File: src/rtl/dda_step_pkg.sv
// rtl/dda_step_pkg.sv - shared defaults, widths and magnitude clamp for the DDA step generator
package dda_step_pkg;

  localparam int NCH_DEF     = 2;
  localparam int MAG_W_DEF   = 7;
  localparam int NMAX_DEF    = 50;
  localparam int CLK_DIV_DEF = 200;

  localparam int ACC_W  = $clog2(2 * NMAX_DEF);
  localparam int SLOT_W = $clog2(NMAX_DEF);
  localparam int DIV_W  = $clog2(CLK_DIV_DEF);
  localparam int CH_W   = (NCH_DEF > 1) ? $clog2(NCH_DEF) : 1;

  // Command word layout: {dir, mag}, with dir at bit MAG_W.
  function automatic int cmd_dir_bit(input int mag_w);
    return mag_w;
  endfunction

  function automatic int clamp_mag(input int mag, input int nmax);
    return (mag > nmax) ? nmax : mag;
  endfunction

endpackage

File: src/rtl/dda_step_chan.sv
// rtl/dda_step_chan.sv - one step/dir channel: prescaler, slot/phase, DDA accumulator, one-deep buffer
module dda_step_chan
  import dda_step_pkg::*;
#(
  parameter int NMAX    = NMAX_DEF,
  parameter int CLK_DIV = CLK_DIV_DEF,
  localparam int AW     = $clog2(2 * NMAX),
  localparam int SW     = $clog2(NMAX),
  localparam int DW     = $clog2(CLK_DIV)
) (
  input  logic          clk,
  input  logic          rst_n,
  input  logic          wr_en,
  input  logic          wr_dir,
  input  logic [AW-1:0] wr_mag,
  input  logic          ovr_clr,
  output logic          pulse,
  output logic          dir,
  output logic          busy,
  output logic          full,
  output logic          ovr
);

  logic [DW-1:0] presc;
  logic [SW-1:0] slot;
  logic          phase;
  logic [AW-1:0] acc;
  logic [AW-1:0] mag;
  logic [AW-1:0] buf_mag;
  logic          buf_dir;

  logic          tick;
  logic          pend;
  logic          from_buf;
  logic          start;
  logic          store;
  logic          drop;
  logic [AW-1:0] sum;

  assign tick     = busy && (presc == DW'(CLK_DIV - 1));
  assign pend     = tick && phase && (slot == SW'(NMAX - 1));
  assign from_buf = pend && full;
  assign start    = from_buf || (wr_en && (!busy || pend));
  // At period end a full buffer is promoted, so the incoming write refills it.
  assign store    = wr_en && busy && (pend ? full : !full);
  assign drop     = wr_en && busy && !pend && full;
  assign sum      = acc + mag;

  always_ff @(posedge clk) begin
    if (!rst_n) begin
      presc   <= '0;
      slot    <= '0;
      phase   <= 1'b0;
      acc     <= '0;
      mag     <= '0;
      buf_mag <= '0;
      buf_dir <= 1'b0;
      pulse   <= 1'b0;
      dir     <= 1'b0;
      busy    <= 1'b0;
      full    <= 1'b0;
      ovr     <= 1'b0;
    end else begin
      if (store) begin
        buf_dir <= wr_dir;
        buf_mag <= wr_mag;
        full    <= 1'b1;
      end else if (from_buf) begin
        full <= 1'b0;
      end

      if (drop) begin
        ovr <= 1'b1;
      end else if (ovr_clr) begin
        ovr <= 1'b0;
      end

      if (start) begin
        busy  <= 1'b1;
        dir   <= from_buf ? buf_dir : wr_dir;
        mag   <= from_buf ? buf_mag : wr_mag;
        acc   <= AW'(NMAX - 1);
        presc <= '0;
        slot  <= '0;
        phase <= 1'b0;
        pulse <= 1'b0;
      end else if (pend) begin
        busy  <= 1'b0;
        pulse <= 1'b0;
        phase <= 1'b0;
        presc <= '0;
        slot  <= '0;
      end else if (busy) begin
        presc <= tick ? '0 : presc + 1'b1;
        if (tick) begin
          if (!phase) begin
            if (sum >= AW'(NMAX)) begin
              acc   <= sum - AW'(NMAX);
              pulse <= 1'b1;
            end else begin
              acc   <= sum;
              pulse <= 1'b0;
            end
            phase <= 1'b1;
          end else begin
            pulse <= 1'b0;
            phase <= 1'b0;
            slot  <= slot + 1'b1;
          end
        end
      end
    end
  end

endmodule

File: src/rtl/dda_step_gen.sv
// rtl/dda_step_gen.sv - multi-channel step/dir pulse generator: write edge detect, decode, channel array
module dda_step_gen
  import dda_step_pkg::*;
#(
  parameter int NCH     = NCH_DEF,
  parameter int MAG_W   = MAG_W_DEF,
  parameter int NMAX    = NMAX_DEF,
  parameter int CLK_DIV = CLK_DIV_DEF,
  localparam int CW     = (NCH > 1) ? $clog2(NCH) : 1,
  localparam int AW     = $clog2(2 * NMAX)
) (
  input  logic             clk,
  input  logic             rst_n,
  input  logic             wr,
  input  logic [CW-1:0]    wr_ch,
  input  logic [MAG_W:0]   wr_data,
  input  logic             ovr_clr,
  output logic [NCH-1:0]   pulse,
  output logic [NCH-1:0]   dir,
  output logic [NCH-1:0]   busy,
  output logic [NCH-1:0]   full,
  output logic [NCH-1:0]   ovr
);

  logic          pre_wr;
  logic          wr_rise;
  logic [AW-1:0] mag_c;
  logic          cmd_dir;

  // The detector keeps following wr during reset so a level held across reset is not a new write.
  always_ff @(posedge clk) begin
    if (!rst_n) begin
      pre_wr <= wr;
    end else begin
      pre_wr <= wr;
    end
  end

  assign wr_rise = wr && !pre_wr && (int'(wr_ch) < NCH);
  assign mag_c   = AW'(clamp_mag(int'(wr_data[MAG_W-1:0]), NMAX));
  assign cmd_dir = wr_data[cmd_dir_bit(MAG_W)];

  for (genvar g = 0; g < NCH; g++) begin : g_chan
    dda_step_chan #(
      .NMAX    (NMAX),
      .CLK_DIV (CLK_DIV)
    ) u_chan (
      .clk     (clk),
      .rst_n   (rst_n),
      .wr_en   (wr_rise && (wr_ch == CW'(g))),
      .wr_dir  (cmd_dir),
      .wr_mag  (mag_c),
      .ovr_clr (ovr_clr),
      .pulse   (pulse[g]),
      .dir     (dir[g]),
      .busy    (busy[g]),
      .full    (full[g]),
      .ovr     (ovr[g])
    );
  end

endmodule
File: config.mk
export PLATFORM = sky130hd
export DESIGN_NAME = dda_step_gen
export DESIGN_NICKNAME = d
export VERILOG_FILES = /design/src/rtl/dda_step_pkg.sv /design/src/rtl/dda_step_chan.sv /design/src/rtl/dda_step_gen.sv
export SDC_FILE = /design/constraint.sdc
export NUM_CORES = 1
export LEC_CHECK = 0
export BUFFER_PORTS_ARGS = -buffer_cell sky130_fd_sc_hd__buf_2
export CELL_PAD_IN_SITES_DETAIL_PLACEMENT = 1
export CELL_PAD_IN_SITES_GLOBAL_PLACEMENT = 1
export CORE_MARGIN = 8
export CORE_UTILIZATION = 47
export DETAILED_ROUTE_END_ITERATION = 8
export PLACE_DENSITY_LB_ADDON = 0.05
export SLEW_MARGIN = 30
export SYNTH_ARGS = -nofsm -noshare
export SYNTH_HDL_FRONTEND = slang
export SYNTH_SLANG_ARGS = --single-unit
export TNS_END_PERCENT = 5
File: constraint.sdc
create_clock -name clk -period 2.7 [get_ports clk]
set_clock_uncertainty 0.05 [all_clocks]
set_input_delay 0.27 -clock clk [delete_from_list [all_inputs] [get_ports clk]]
set_output_delay 0.27 -clock clk [all_outputs]
set_load 0.005 [all_outputs]
==> flow_summary.ini, run 1 <==
[synthesis]
yosys_warnings = 0
synthCells = 573
synth_xor_area_frac = 0.0470
syn-num-nets = 610
synth_top_family_by_area = simple AND/OR/NAND/NOR gates
ys_ff_latch = 85
synth.distinct_cells = 70
synth_compound_area_frac = 0.220
seq_area_frac_synth = 0.351
synthesis.area_um2 = 4850
synth.avg_cell_area_um2 = 8.46
synth_mux_area_frac = 0.0124
synthAdderAreaFrac = 0.0650
synth-edff-count = 0
synth_flop_cell = dfxtp_1
ys_async_sr_fraction = 0
synth-simple-area-share = 0.245

[detailed_routing]
drc_errors = 0
vias = 4202
routed_wirelength_um = 12500
drt-pass1-iter-count = 4
via_per_inst = 5.68
wl_per_cell_um = 16.8
drtIter0Drc = 129
final_antenna_net_count = 0

[setup_path]
cp-start-kind = flop
cp_slowest_stage_delay_ns = 0.41
r2r_cells = 11
cp.required_ns = 2.93
cp-end-kind = flop
crit_chain = ha_1 -> inv_1 -> fa_2 -> xnor2_2 -> inv_2 -> ha_4 -> o31ai_1 -> a21oi_4 -> o32ai_2 -> xor2_1 -> a211oi_1
rr_startpoint = g_chan[1].u_chan.mag[0]$_SDFFE_PN0P_
r2r_slack_ns = 0.11
arrival_ns = 2.82
critPathMaxFanout = 5
critical_path_class = reg2reg
reg2reg_to = g_chan[1].u_chan.acc[1]$_SDFFE_PP0P_
slowest_stage = o32ai_2

[die]
die-area_um2 = 13800
die_h_um = 118
start_util = 0.476
die_w_um = 118
pin_count = 23
row_count = 37
core_um2 = 10200

[cts]
cts_made_buffers = 9
root_buffer = clkbuf_8
cts_max_level = 3
clockBufferDepth = 2
clk-insertion-delay-late_ns = 0.36
cts.sinks = 85
cts.clk_slew.worst_paths_ns = 0.08
cts_tree = yes

[pwr]
clkPwrFrac = 0.353
power.density_nw_per_um2 = 455
pwr-share-comb = 0.118
p_switching_mw = 0.661
internal-power_mw = 1.78
leakage_nw = 2.07
seqPwrFrac = 0.528
vdd_drop_max_v = 0.000224
swShare = 0.271

[final_layout]
nFillCells = 1245
finalNonFillerCells = 740
most-common-layout-cells = dfxtp_1, nor2_1, nand2_1
nets = 636
drive_gt1_frac = 0.161
final_common_cell = dfxtp_1
antenna_cells = 0
area_delta_synth_final_pct = 10.4

[sta]
drv_slew = 0
relSlewSlack = 0.520
hold_violations = 0
fin_crit_ns = 2.59
setup_viol = 0
fin_crit_sh = 0.961
tns_ns = 0
fmax_mhz = 385
holdWs_ns = 0.137
tightestPinTransition_ns = 0.718

[place]
port_buffers = 22
dpl.cell_count = 719
routabilityCongestion = 0.833
hpwl_um = 9460

[outcome]
status = finished clean

[flow_run]
maxCapViolCount = 0

[global_route]
gr-total-overflow = 0
grt_pass1_wl_um = 21100
grt_util_all_layers = 0.182
antenna_found_initial = 0
grt_max_degree = 27
grt_pass1_vias = 4450

[hold_path]
hp-start = wr_data[7]
hold_class = in2reg
hold_end = g_chan[1].u_chan.buf_dir$_SDFFE_PN0P_
holdPathStages = 3
## kinds of logic (layout without fill, tap and decap cells)
group                      after synthesis  in the layout
AOI/OAI and AO/OA                      143            143
xor gates and xnor gates                26             26
adders and majority gates               24             24
buffers and inverters                   56             87
DFF                                     85             85
muxes                                    6              6
and+or+nand+nor                        233            233
## through the flow
stage / cell area (um^2) / utilization / total power [mW] / setup slack [ns]
detailed placement: 5080 / 0.499 / 1.59 / -0.0595
finish: 5350 / 0.525 / 2.44 / 0.106
global route: 5350 / 0.525 / 2.54 / -0.0196
CTS: 5290 / 0.519 / 2.46 / 0.0433
global placement: 5080 / 0.499 / 1.58 / 0.107
floorplan: 4850 / - / 1.51 / 0.239
## flip-flops by register name (all words and copies together) (netlist names)
register               cells
g_chan.u_chan.acc         14
g_chan.u_chan.buf_dir      2
g_chan.u_chan.buf_mag     14
g_chan.u_chan.busy         2
g_chan.u_chan.dir          2
g_chan.u_chan.full         2
g_chan.u_chan.mag         14
g_chan.u_chan.ovr          2
g_chan.u_chan.phase        2
g_chan.u_chan.presc       16
g_chan.u_chan.pulse        2
g_chan.u_chan.slot        12
pre_wr                     1
## area by class of cell
type | count | area, um^2 | area share
flip-flops and latches | 85 | 1700 | 0.318
clock inverters | 4 | 30.0 | 0.00561
inverters | 24 | 90.1 | 0.0168
multi-input cells | 432 | 2900 | 0.543
clock buffers | 12 | 155 | 0.0290
well taps | 136 | 170 | 0.0318
repair buffers | 47 | 300 | 0.0561
## metal layers
metal  wire length (um)  share of wire  GRT usage  vias to the layer above
li1                   -              -          -                     2104
met1               5340           0.43      0.198                     2016
met2               6480           0.52      0.333                       45
met3                201          0.016     0.0249                       37
met4                434          0.035      0.102                        0
met5                  0              0          0                        -
## worst max-delay path, delay by kind of cell (launching register included)
family                   cells  cell delay (ns)
buffers and inverters        2             0.16
XOR/XNOR                     2             0.37
flip-flops                   1             0.35
AO/OA/AOI/OAI                4             0.85
adder cells (fa/ha/maj)      3             0.73
## cells in the mapped netlist (5+ instances only)
cell / count / share of area
and2_1: 7 / 0.0090
nor2_1: 75 / 0.058
inv_1: 23 / 0.018
o21ai_0: 8 / 0.0083
mux2i_1: 6 / 0.012
nor2b_1: 6 / 0.0077
and3_1: 9 / 0.012
dfxtp_1: 85 / 0.35
ha_1: 22 / 0.057
xnor2_1: 8 / 0.014
xor2_1: 18 / 0.033
buf_4: 13 / 0.020
nand2_1: 60 / 0.046
nor3_1: 10 / 0.010
o21a_1: 6 / 0.0093
nand4_1: 11 / 0.014
a211oi_1: 19 / 0.029
a31oi_1: 5 / 0.0065
a21o_1: 7 / 0.011
or2_2: 5 / 0.0065
nand3_1: 16 / 0.017
a311oi_1: 8 / 0.014
clkbuf_1: 13 / 0.010
a21oi_1: 48 / 0.050
## power groups by stage
stage	sequential (mW)	combinational (mW)	clock, mW
after CTS	1.29	0.280	0.892
after global placement	1.32	0.266	0
final	1.29	0.289	0.861
after detailed placement	1.32	0.274	0
after global routing	1.29	0.319	0.934
after floorplan	1.31	0.203	0
## repair_timing
action / CTS / global route
hold buffers: 1 / 0
hold endpoints to repair: 1 / 0
resized for setup: 3 / 6
pin swaps: 0 / 2
buffers inserted: 0 / 4
endpoints found under the setup margin: 2 / 8
## worst max path at each step
stage                                           end                                 start
6_report       g_chan[1].u_chan.acc[1]$_SDFFE_PP0P_  g_chan[1].u_chan.mag[0]$_SDFFE_PN0P_
5_1_grt        g_chan[1].u_chan.acc[2]$_SDFFE_PP0P_  g_chan[1].u_chan.mag[0]$_SDFFE_PN0P_
3_5_place_dp   g_chan[1].u_chan.acc[1]$_SDFFE_PP0P_  g_chan[1].u_chan.mag[0]$_SDFFE_PN0P_
3_3_place_gp   g_chan[1].u_chan.acc[2]$_SDFFE_PP0P_  g_chan[1].u_chan.mag[0]$_SDFFE_PN0P_
2_1_floorplan  g_chan[1].u_chan.acc[2]$_SDFFE_PP0P_  g_chan[1].u_chan.mag[0]$_SDFFE_PN0P_
4_1_cts        g_chan[0].u_chan.acc[4]$_SDFFE_PN0P_  g_chan[0].u_chan.mag[0]$_SDFFE_PN0P_
(Power assumes the default switching activity.)
==> run 2: changes to the inputs <==
--- a/config.mk
+++ b/config.mk
@@ -11,6 +11,7 @@
 export CORE_MARGIN = 8
 export CORE_UTILIZATION = 47
 export DETAILED_ROUTE_END_ITERATION = 8
+export MAX_ROUTING_LAYER = met4
 export PLACE_DENSITY_LB_ADDON = 0.05
 export SLEW_MARGIN = 30
 export SYNTH_ARGS = -nofsm -noshare
==> run 2 against run 1 <==
  * Clock power barely moved
  * Worst setup slack got worse by 0.0014 ns
  * Combinational power barely moved
  * Maximum frequency barely moved
  * Final cell count did not move
  * First-iteration DRC count rose by 6.2%
  * Clock-buffer cell count did not move
  * Sequential cell count did not move
  * Sequential power barely moved
  * Routed wire length rose by 0.18%
  * Die area did not move
  * Worst hold slack improved by 0.0030 ns
  * Largest cell class unchanged
  * Largest power group unchanged
==> flow_summary.ini, run 2 (synthesis gave the netlist of run 1 again) <==
[detailed_routing]
drc_errors = 0
routed_wirelength_um = 12500
final_antenna_net_count = 0
vias = 4222
wl_per_cell_um = 16.9
via_per_inst = 5.71
drtIter0Drc = 137
drt-pass1-iter-count = 4

[pwr]
power_mw = 2.44
power.density_nw_per_um2 = 456
leakage_nw = 2.07
vdd_drop_max_v = 0.000224

[final_layout]
final_common_cell = dfxtp_1
regMostFlops = g_chan.u_chan.presc
area_delta_synth_final_pct = 10.4
nets = 636
largest_reg_flops = 16
most-common-layout-cells = dfxtp_1, nor2_1, nand2_1
finalNonFillerCells = 740
drive_gt1_frac = 0.161
antenna_cells = 0

[flow_run]
maxCapViolCount = 0

[place]
hpwl_um = 9460
dpl.cell_count = 719
routabilityCongestion = 0.845
port_buffers = 22

[global_route]
grt_pass1_wl_um = 21100
grt_util_all_layers = 0.187
antenna_found_initial = 0
grt_pass1_vias = 4427
grt_max_degree = 27
gr-total-overflow = 0

[setup_path]
arrival_ns = 2.82
critPathMaxFanout = 5
critical_path_class = reg2reg
cp-end-kind = flop
cp.required_ns = 2.93
cp-start-kind = flop

[cts]
cts.sinks = 85
clk-insertion-delay-late_ns = 0.36
cts_max_level = 3
cts_made_buffers = 9
cts_tree = yes
clockBufferDepth = 2
cts.clk_slew.worst_paths_ns = 0.08
root_buffer = clkbuf_8

[sta]
hold_violations = 0
drv_slew = 0
setup_viol = 0
fin_crit_sh = 0.961
fin_crit_ns = 2.60
tightestPinTransition_ns = 0.715
fmax_mhz = 385
tns_ns = 0
relSlewSlack = 0.522
holdWs_ns = 0.140

[die]
row_count = 37
core_um2 = 10200
start_util = 0.476
die_w_um = 118
pin_count = 23
die-area_um2 = 13800
die_h_um = 118

[hold_path]
hold_class = in2reg

[outcome]
status = finished clean
==> run 2: cell counts in the layout (fill, tap and decap cells not counted) <==
Identical to the previous run, type by type.
==> run 2: worst max-delay path: stages, from the launching register on <==
cell	delay, ns
dfxtp_1	0.35
ha_1	0.18
inv_1	0.06
fa_2	0.38
xnor2_2	0.25
inv_2	0.09
ha_4	0.18
o31ai_1	0.12
a21oi_4	0.08
o32ai_2	0.41
xor2_1	0.12
a211oi_1	0.24
==> run 2: report_power, final <==
group          total [mW]  internal [mW]  switching [mW]  leakage [nW]
Combinational       0.289          0.114           0.175          1.29
Clock               0.862          0.389           0.474        0.0930
Sequential           1.29           1.27          0.0137         0.687
Total                2.44           1.78           0.662          2.07
==> run 2: routing by layer <==
metal / share of wire / GRT usage / wire [um] / up-vias
li1: - / - / - / 2102
met1: 0.43 / 0.200 / 5370 / 2028
met2: 0.52 / 0.332 / 6440 / 55
met3: 0.019 / 0.0235 / 236 / 37
met4: 0.035 / 0.104 / 437 / 0
met5: 0 / - / 0 / -
==> run 2: final timing paths <==
kind                                                                from                               endpoint  slack [ns]  cells after the start
worst min-delay path                                          wr_data[7]  g_chan[1].u_chan.buf_dir$_SDFFE_PN0P_        0.14                      3
worst max-delay path                g_chan[1].u_chan.mag[0]$_SDFFE_PN0P_   g_chan[1].u_chan.acc[1]$_SDFFE_PP0P_        0.10                     11
worst min register to register  g_chan[1].u_chan.buf_mag[4]$_SDFFE_PN0P_   g_chan[1].u_chan.mag[4]$_SDFFE_PN0P_        0.40                      2
worst max register to register      g_chan[1].u_chan.mag[0]$_SDFFE_PN0P_   g_chan[1].u_chan.acc[1]$_SDFFE_PP0P_        0.10                     11
==> run 2: through the flow <==
step / cell area [um^2] / setup WS, ns / util
final: 5350 / 0.104 / 0.525
after global routing: 5350 / -0.0196 / 0.525
after CTS: 5290 / 0.0433 / 0.519
after detailed placement: 5080 / -0.0595 / 0.499
after global placement: 5080 / 0.107 / 0.499
after floorplan: 4850 / 0.239 / -
==> run 2: cell type report <==
class | instances | area [um^2]
clock buffers | 12 | 155
clock inverters | 4 | 30.0
fillers | 1245 | 4830
inverters | 24 | 90.1
multi-input cells | 432 | 2900
flip-flops and latches | 85 | 1700
well taps | 136 | 170
repair buffers | 47 | 300
==> run 2: repair_timing <==
action,CTS,global route
pin swaps,0,2
setup endpoints to repair,2,8
hold buffers,1,0
hold endpoints to repair,1,0
setup buffers,0,4
gates resized for setup,3,6
==> run 3: changes to the inputs <==
--- a/config.mk
+++ b/config.mk
@@ -6,15 +6,17 @@
 export NUM_CORES = 1
 export LEC_CHECK = 0
 export BUFFER_PORTS_ARGS = -buffer_cell sky130_fd_sc_hd__buf_2
+export CAP_MARGIN = 20
 export CELL_PAD_IN_SITES_DETAIL_PLACEMENT = 1
 export CELL_PAD_IN_SITES_GLOBAL_PLACEMENT = 1
 export CORE_MARGIN = 8
-export CORE_UTILIZATION = 47
+export CORE_UTILIZATION = 50
 export DETAILED_ROUTE_END_ITERATION = 8
 export MAX_ROUTING_LAYER = met4
 export PLACE_DENSITY_LB_ADDON = 0.05
 export SLEW_MARGIN = 30
 export SYNTH_ARGS = -nofsm -noshare
 export SYNTH_HDL_FRONTEND = slang
+export SYNTH_HIERARCHICAL = 1
 export SYNTH_SLANG_ARGS = --single-unit
 export TNS_END_PERCENT = 5
==> constraint.sdc (replaced) <==
create_clock -name clk -period 3.1 [get_ports clk]
set_clock_uncertainty 0.05 [all_clocks]
set_input_delay 0.31 -clock clk [delete_from_list [all_inputs] [get_ports clk]]
set_output_delay 0.31 -clock clk [all_outputs]
set_load 0.005 [all_outputs]
==> run 3 against run 2 <==
  * Worst setup slack improved by 0.18 ns
  * Synthesized cell count increased by 0.70%
  * Power decreased by 10%
  * Clock power decreased by 2%
  * Synthesized area about the same
==> flow_summary.ini, run 3 <==
[cts]
cts_max_level = 3
cts_tree = yes
cts_made_buffers = 9
cts.clk_slew.worst_paths_ns = 0.09
postCtsSetupRepairBufs = 0
clk-insertion-delay-late_ns = 0.37
root_buffer = clkbuf_8
cts.sinks = 85
cts_resized = 0
holdBufCountCts = 0
clockBufferDepth = 2

[global_route]
grt_pass1_vias = 4290
grt_util_all_layers = 0.198
antenna_found_initial = 0
grt_pass1_wl_um = 20600
gr-total-overflow = 0
grt_max_degree = 25

[die]
row_count = 36
start_util = 0.505
die_w_um = 114
die-area_um2 = 13100
die_h_um = 114
pin_count = 23
core_um2 = 9590

[synthesis]
synthesis.area_um2 = 4850
synth_area_leaders = dfxtp_1, nand2_1, ha_1
synthCells = 577
synth_flop_cell = dfxtp_1
synth_compound_area_frac = 0.182
synthAdderAreaFrac = 0.0650
synth_mux_area_frac = 0.0415
synth.avg_cell_area_um2 = 8.40
netlist_top_cells_count = dfxtp_1, nand2_1, nor2_1
synth_top_family_by_area = simple AND/OR/NAND/NOR gates
synth_top_area_frac = 0.351
yosys.area.top_type = dfxtp_1
synth.distinct_cells = 69
synth-edff-count = 0
yosys_warnings = 6
ys_async_sr_fraction = 0
synth-simple-area-share = 0.270
synth.most_common_cell = dfxtp_1
seq_area_frac_synth = 0.351
synth_xor_area_frac = 0.0542
ys_ff_latch = 85

[final_layout]
antenna_cells = 0
nets = 638
fin_util = 0.556
regMostFlops = g_chan.u_chan/presc
largest_reg_flops = 16
final_common_cell = dfxtp_1
drive_gt1_frac = 0.137
most-common-layout-cells = dfxtp_1, nand2_1, nor2_1
area_delta_synth_final_pct = 9.93
nFillCells = 1170
finalNonFillerCells = 739

[sta]
holdWs_ns = 0.0227
hold_violations = 0
fin_crit_ns = 2.82
drv_slew = 0
fin_crit_sh = 0.910
fmax_mhz = 355
rsz0062_at_grt = false
layout_setup_ws_ns = 0.280
setup_viol = 0
tns_ns = 0
relSlewSlack = 0.551
tightestPinTransition_ns = 0.673

[setup_path]
arrival_ns = 3.04
slowest_stage = fa_1
crit_family = adder cells
cp-start-kind = flop
cp.depth = 11
critPathMaxFanout = 6
cp.required_ns = 3.32
cp-end-kind = flop
r2r_cells = 11
cp_num_buf_inv = 0
critical_path_class = reg2reg
cp_slowest_stage_delay_ns = 0.45
crit_chain = ha_1 -> fa_1 -> xnor2_1 -> ha_1 -> nand2_1 -> or3_1 -> nand4b_1 -> o22ai_2 -> nor2_2 -> nand2_1 -> a211oi_1

[pwr]
leakage_nw = 2.06
vdd_drop_max_v = 0.000182
power.density_nw_per_um2 = 411

[detailed_routing]
wl_per_cell_um = 16.3
vias = 4194
drt-pass1-iter-count = 4
routed_wirelength_um = 12100
final_antenna_net_count = 0
drc_errors = 0
via_per_inst = 5.68
drtIter0Drc = 187

[hold_path]
hold_class = in2reg
holdPathStages = 1

[place]
routabilityCongestion = 0.855
port_buffers = 22
hpwl_um = 9390
dp_slack_ns = 0.327
dpl.cell_count = 723

[outcome]
status = finished clean

[flow_run]
maxCapViolCount = 0
==> run 3: cell count changes after synthesis, moves of 9 or more <==
cell	before	now
a21oi_1	48	33
mux2i_1	6	19
a21boi_0	0	14
nand2_1	60	78
buf_4	13	3
o21ai_1	2	11
nor2_1	75	57
==> run 3: routing by layer <==
metal	wire length, um	GRT usage	vias up
met5	0	-	-
met4	215	0.0728	0
met3	180	0.0264	18
met2	6410	0.361	28
met1	5270	0.215	2064
li1	-	-	2084
==> run 3: stage by stage <==
step / cell area [um^2] / total power, mW
2_1_floorplan: 4860 / 1.30
3_3_place_gp: 5110 / 1.36
3_5_place_dp: 5110 / 1.37
4_1_cts: 5330 / 2.22
5_1_grt: 5330 / 2.30
6_report: 5330 / 2.19
==> run 3: final cells by class <==
| class | count | area (um^2) | share of cell area |
|---|---|---|---|
| Clock buffer | 11 | 151 | 0.0284 |
| Sequential cell | 85 | 1700 | 0.319 |
| Inverter | 17 | 63.8 | 0.0120 |
| Tap cell | 133 | 166 | 0.0312 |
| Multi-Input combinational cell | 455 | 2990 | 0.561 |
| Timing Repair Buffer | 33 | 193 | 0.0361 |
| Clock inverter | 5 | 65.1 | 0.0122 |
==> run 3: path summary, 6_finish.rpt <==
kind | from | slack [ns] | to
max | g_chan[1].u_chan/acc[0]$_SDFFE_PN0P_ | 0.28 | g_chan[1].u_chan/acc[1]$_SDFFE_PP0P_
min reg2reg | g_chan[0].u_chan/pulse$_SDFFE_PP0P_ | 0.41 | g_chan[0].u_chan/pulse$_SDFFE_PP0P_
min | wr | 0.02 | pre_wr$_DFF_P_
max reg2reg | g_chan[1].u_chan/acc[0]$_SDFFE_PN0P_ | 0.28 | g_chan[1].u_chan/acc[1]$_SDFFE_PP0P_
==> run 3: cell families after synthesis <==
group | after synthesis
flip-flops | 85
XOR/XNOR | 30
other | 1
AO/OA/AOI/OAI | 125
multiplexers | 20
buffers and inverters | 40
adder cells (fa/ha/maj) | 24
AND/OR/NAND/NOR | 252
==> run 3: power by group <==
part	switching, mW	total (mW)	internal [mW]
combinational	0.134	0.222	0.0878
sequential	0.0139	1.12	1.11
clock	0.419	0.844	0.425
